File: config.mk
export PLATFORM = sky130hd
export DESIGN_NAME = btn_mode_ctrl
export DESIGN_NICKNAME = d
export VERILOG_FILES = /design/src/rtl/btn_mode_pkg.sv /design/src/rtl/btn_debounce.sv /design/src/rtl/btn_mode_ctrl.sv
export SDC_FILE = /design/constraint.sdc
export NUM_CORES = 1
export LEC_CHECK = 0
export CORE_UTILIZATION = 41
export DETAILED_ROUTE_END_ITERATION = 10
export GPL_TIMING_DRIVEN = 0
export PLACE_DENSITY = 0.58
export SKIP_CTS_REPAIR_TIMING = 1
export SLEW_MARGIN = 5
export SYNTH_ARGS = -nofsm -noshare
export SYNTH_HDL_FRONTEND = slang
export SYNTH_SLANG_ARGS = --single-unit
File: constraint.sdc
create_clock -name clk -period 3.1 [get_ports clk]
set_clock_uncertainty 0.05 [all_clocks]
set_input_delay 0.93 -clock clk [delete_from_list [all_inputs] [get_ports clk]]
set_output_delay 0.93 -clock clk [all_outputs]
set_load 0.02 [all_outputs]
File: src/rtl/btn_mode_pkg.sv
// Shared constants for the button/mode front-end: mode codes, FSM states
// and the button count.
package btn_mode_pkg;

  localparam int NUM_BTN = 4;

  localparam logic [1:0] MODE_WATCH     = 2'b00;
  localparam logic [1:0] MODE_STOPWATCH = 2'b01;
  localparam logic [1:0] MODE_SR04      = 2'b10;
  localparam logic [1:0] MODE_DHT11     = 2'b11;

  typedef enum logic {
    ST_ACTIVE = 1'b0,
    ST_SWITCH = 1'b1
  } state_t;

endpackage

File: src/rtl/btn_debounce.sv
// One button: 2-flop synchronizer, stability counter and a one-cycle pulse
// on each accepted rising level.
module btn_debounce
  import btn_mode_pkg::*;
#(
  parameter int DEB_CYCLES = 100_000
) (
  input  logic clk,
  input  logic rst_n,
  input  logic btn,
  output logic pulse
);

  localparam int CW = (DEB_CYCLES > 1) ? $clog2(DEB_CYCLES) : 1;
  localparam logic [CW-1:0] CNT_MAX = CW'(DEB_CYCLES - 1);

  logic          sync_p0;
  logic          sync_p1;
  logic          stable;
  logic [CW-1:0] cnt;

  always_ff @(posedge clk or negedge rst_n) begin
    if (!rst_n) begin
      sync_p0 <= 1'b0;
      sync_p1 <= 1'b0;
      stable  <= 1'b0;
      cnt     <= '0;
      pulse   <= 1'b0;
    end else begin
      sync_p0 <= btn;
      sync_p1 <= sync_p0;
      pulse   <= 1'b0;
      // Any agreeing sample restarts the count, so bounces never accumulate.
      if (sync_p1 == stable) begin
        cnt <= '0;
      end else if (cnt == CNT_MAX) begin
        stable <= sync_p1;
        cnt    <= '0;
        pulse  <= sync_p1;
      end else begin
        cnt <= cnt + 1'b1;
      end
    end
  end

endmodule

File: src/rtl/btn_mode_ctrl.sv
// Button/mode front-end: debounced and UART events merged, routed to the
// active mode only, with a blanking hold-off after every mode change.
module btn_mode_ctrl
  import btn_mode_pkg::*;
#(
  parameter int DEB_CYCLES     = 100_000,
  parameter int HOLDOFF_CYCLES = 1_000_000
) (
  input  logic               clk,
  input  logic               rst_n,
  input  logic [NUM_BTN-1:0] i_btn,
  input  logic [1:0]         sw_sel,
  input  logic               i_uart_btn_valid,
  input  logic [NUM_BTN-1:0] i_uart_btn,
  input  logic               i_uart_sel_valid,
  input  logic [1:0]         i_uart_sel,
  output logic [1:0]         o_mode,
  output logic               o_switching,
  output logic [NUM_BTN-1:0] o_btn_watch,
  output logic [NUM_BTN-1:0] o_btn_stopwatch,
  output logic [NUM_BTN-1:0] o_btn_sr04,
  output logic [NUM_BTN-1:0] o_btn_dht11
);

  localparam int HW = (HOLDOFF_CYCLES > 1) ? $clog2(HOLDOFF_CYCLES) : 1;
  localparam logic [HW-1:0] HOLD_MAX = HW'(HOLDOFF_CYCLES - 1);

  logic [NUM_BTN-1:0] hw_evt;
  logic [NUM_BTN-1:0] evt;
  logic [1:0]         sw_p0;
  logic [1:0]         sw_p1;
  logic [1:0]         last_sw;
  logic               sw_chg;
  logic               req_take;
  logic [1:0]         req_mode;
  state_t             state;
  logic [HW-1:0]      hold_cnt;

  for (genvar i = 0; i < NUM_BTN; i++) begin : g_deb
    btn_debounce #(.DEB_CYCLES(DEB_CYCLES)) u_deb (
      .clk   (clk),
      .rst_n (rst_n),
      .btn   (i_btn[i]),
      .pulse (hw_evt[i])
    );
  end

  assign evt      = hw_evt | (i_uart_btn_valid ? i_uart_btn : '0);
  assign sw_chg   = (sw_p1 != last_sw);
  // Switch wins over a simultaneous UART command; same-mode requests are no-ops.
  assign req_mode = sw_chg ? sw_p1 : i_uart_sel;
  assign req_take = (sw_chg || i_uart_sel_valid) && (req_mode != o_mode);

  always_ff @(posedge clk or negedge rst_n) begin
    if (!rst_n) begin
      sw_p0           <= 2'b00;
      sw_p1           <= 2'b00;
      last_sw         <= 2'b00;
      state           <= ST_ACTIVE;
      hold_cnt        <= '0;
      o_mode          <= MODE_WATCH;
      o_switching     <= 1'b0;
      o_btn_watch     <= '0;
      o_btn_stopwatch <= '0;
      o_btn_sr04      <= '0;
      o_btn_dht11     <= '0;
    end else begin
      sw_p0           <= sw_sel;
      sw_p1           <= sw_p0;
      o_btn_watch     <= '0;
      o_btn_stopwatch <= '0;
      o_btn_sr04      <= '0;
      o_btn_dht11     <= '0;
      if (sw_chg) last_sw <= sw_p1;

      if (req_take) begin
        o_mode      <= req_mode;
        hold_cnt    <= '0;
        state       <= ST_SWITCH;
        o_switching <= 1'b1;
      end else begin
        case (state)
          ST_ACTIVE: begin
            case (o_mode)
              MODE_WATCH:     o_btn_watch     <= evt;
              MODE_STOPWATCH: o_btn_stopwatch <= evt;
              MODE_SR04:      o_btn_sr04      <= evt;
              default:        o_btn_dht11     <= evt;
            endcase
          end
          ST_SWITCH: begin
            if (hold_cnt == HOLD_MAX) begin
              state       <= ST_ACTIVE;
              o_switching <= 1'b0;
            end else begin
              hold_cnt <= hold_cnt + 1'b1;
            end
          end
          default: state <= ST_ACTIVE;
        endcase
      end
    end
  end

endmodule

==> flow_metrics.tcl <==
set metrics [dict create \
    outcome "finished clean" \
    ys_warn_count 0 \
    rsz0062_at_grt "no" \
    die_h_um 123 \
    io_buffers 34 \
    clock-sinks 130 \
    nets 646 \
    vdd_drop_max_mv 0.368 \
    antenna_found_initial 0 \
    die_area_um2 15100 \
    clk_pin_slew_ns 0.05 \
    crit_arrival_ns 1.57 \
    initial_core_util 0.426 \
    min_period_ns 2.55 \
    pin_count 35 \
    holdCritPathClass "flip-flop to flip-flop" \
    power.total_mw 3.98 \
    critical_path.max_stage_delay_ns 0.66 \
    layout-drive-gt1-share 0.0989 \
    drc 0 \
    syn_inst 571 \
    cp_top_family "buffers and inverters" \
    finalInstanceArea_um2 7170 \
    grt_pass1_wl_mm 20.3 \
    hpwl_mm 8.19 \
    ant_nets 0 \
    grt_max_degree 96 \
    routed_wl_mm 11.7 \
    fin_crit_sh 0.822 \
    fmax_ghz 0.393 \
    synth_edf_count 0 \
    cts_tree "done" \
    syn_nets 592 \
    cts_made_buffers 17 \
    ys_seq_elements 130 \
    final_hold_viol_count 0 \
    drt-initial-drc-count 239 \
    cts-root-buf "clkbuf_16" \
    via_per_inst 5.15 \
    p_leak_nw 2.96 \
    cp_cell_sequence "clkdlybuf4s50_1" \
    area_growth_pct 19.9 \
    gp_congestion 0.784 \
    insertion_delay_ns 0.41 \
    worst_slew_pin_slew_ns 0.773 \
    place_area_um2 6580 \
    drv_cap 0 \
    timing_worst_setup_path_type "flip-flop to primary output" \
    track_usage 0.175 \
    timing.critical_path.buf_inv 1 \
    ys_seq_area_frac 0.544 \
    wl_per_cell_um 14.4 \
    start_kind "flip-flop" \
    antennaDiodeCount 0 \
    power_density_nw_per_um2 555 \
    utilization 0.511 \
    htree_num_levels 4 \
    row_count 43 \
    yosysUniqueCellTypes 52 \
    drv_slew 0 \
    vias 4204 \
    grt_pass1_vias 4146 \
    drt_pass1_iterations 4 \
    cp_data_required_time_ns 2.12 \
    fp.dieW_um 123 \
    critPathMaxFanout 8 \
    critPathSlowestCell "clkdlybuf4s50_1" \
    core_um2 14000 \
    syn_area_per_cell_um2 10.5 \
    setup_viol_count_final 0 \
    slew_headroom 0.480 \
    netlist_area_um2 5980 \
    grt_overflow 0 \
    clockBufferDepth 2 \
    end_kind "primary output" \
    synthArstFlopShare 1.00 \
    ys.flop_type "dfrtp_1" \
]
-- state kept, by name, summed over array words and instances (netlist names), 4 cells and up --
name,cells
o_btn_stopwatch,4
o_btn_sr04,4
o_btn_dht11,4
o_btn_watch,4
g_deb.u_deb.stable,4
g_deb.u_deb.cnt,68
g_deb.u_deb.sync_p1,4
g_deb.u_deb.pulse,4
g_deb.u_deb.sync_p0,4
hold_cnt,20
-- worst paths after layout --
kind	end	slack (ns)	cells after the start	start
setup / recovery	o_mode[1]	0.55	1	o_mode[1]
hold / removal	sw_p1[0]	0.30	0	sw_p0[0]
setup reg to reg	g_deb[0].u_deb.cnt[11]	0.64	8	g_deb[0].u_deb.cnt[0]
hold reg to reg	sw_p1[0]	0.30	0	sw_p0[0]
max in group asynchronous	g_deb[1].u_deb.cnt[9]	1.86	2	rst_n
min in group asynchronous	hold_cnt[10]	0.36	1	rst_n
-- per-layer routing --
metal | vias to the layer above | global-route usage | part of all wire
met3 | 4 | 0.0530 | 0.038
met4 | 0 | 0.0663 | 0.0068
met1 | 2035 | 0.246 | 0.50
met5 | - | 0 | 0
li1 | 2100 | - | -
met2 | 65 | 0.254 | 0.46
-- layout make-up --
type	instances	area, um^2
Fill cell	1228	6870
Sequential cell	130	3250
Multi-Input combinational cell	405	2560
Clock buffer	21	460
Timing Repair Buffer	35	369
Tap cell	180	225
Clock inverter	10	134
Buffer	22	110
Inverter	14	52.6
-- cell usage in the layout, fill, tap and decap left out, types with 13 or more instances in the layout --
cell / count
nand2_1: 43
inv_1: 14
clkbuf_16: 17
a211oi_1: 17
clkdlybuf4s50_1: 33
a21oi_1: 20
dfrtp_1: 130
xnor2_1: 35
nand3_1: 26
clkbuf_1: 13
xor2_1: 44
nand4_1: 23
nor2_1: 87
-- stage by stage --
stage / hold slack [ns] / worst slack, ns / setup TNS [ns] / std cells
final: 0.295 / 0.553 / 0 / 817
after global routing: 0.309 / 0.390 / 0 / 817
after CTS: 0.299 / 0.528 / 0 / 817
after detailed placement: 0.286 / 0.162 / 0 / 786
after global placement: 0.283 / -4.03 / -521.95 / 785
after floorplan: 0.281 / 0.939 / 0 / 571
-- where the power goes --
part | internal [mW] | leakage [nW] | switching, mW | total (mW)
logic | 0.0785 | 0.913 | 0.139 | 0.217
clock network | 1.30 | 0.289 | 0.697 | 1.99
registers | 1.73 | 1.76 | 0.0367 | 1.77
total | 3.11 | 2.96 | 0.873 | 3.98
-- Yosys cell counts (2+ instances only) --
master    number  area share
o21ai_1        3      0.0025
clkbuf_1      11      0.0069
buf_4          3      0.0038
dfrtp_1      130        0.54
a22oi_1        3      0.0038
nor3_1         7      0.0059
and3b_1        2      0.0029
nor4b_1        4      0.0059
a21oi_1       20       0.017
buf_2          6      0.0050
nand4_1       23       0.024
nor2_1        87       0.055
nand2_1       43       0.027
a211oi_1      17       0.021
inv_1         14      0.0088
and2_1         4      0.0042
a22oi_2        3      0.0063
nand2b_1       3      0.0031
a21o_1         2      0.0025
xnor2_1       35       0.051
or4_1          6      0.0075
mux2_2         5      0.0094
o31ai_1        4      0.0050
and4_1         7       0.010
a21oi_2        2      0.0029
nor3b_1        3      0.0038
ha_1           5       0.010
mux2i_1        2      0.0033
nand3_1       26       0.022
or3_1          5      0.0052
a41o_1         2      0.0033
xor2_1        44       0.064
and3_1         4      0.0042
nor4_1        10       0.010
o21ai_0        5      0.0042
or2_2          5      0.0052
-- cells by family (layout without fill, tap and decap cells) --
family,count (synthesis),in the layout,share of synthesized area
AO/OA/AOI/OAI,67,67,0.0782
XOR/XNOR,79,79,0.116
adder cells (fa/ha/maj),5,5,0.0105
buffers and inverters,36,102,0.0272
flip-flops,130,130,0.544
multiplexers,7,7,0.0128
AND/OR/NAND/NOR,247,247,0.212
Note: power is estimated with default switching activity, not from simulation.
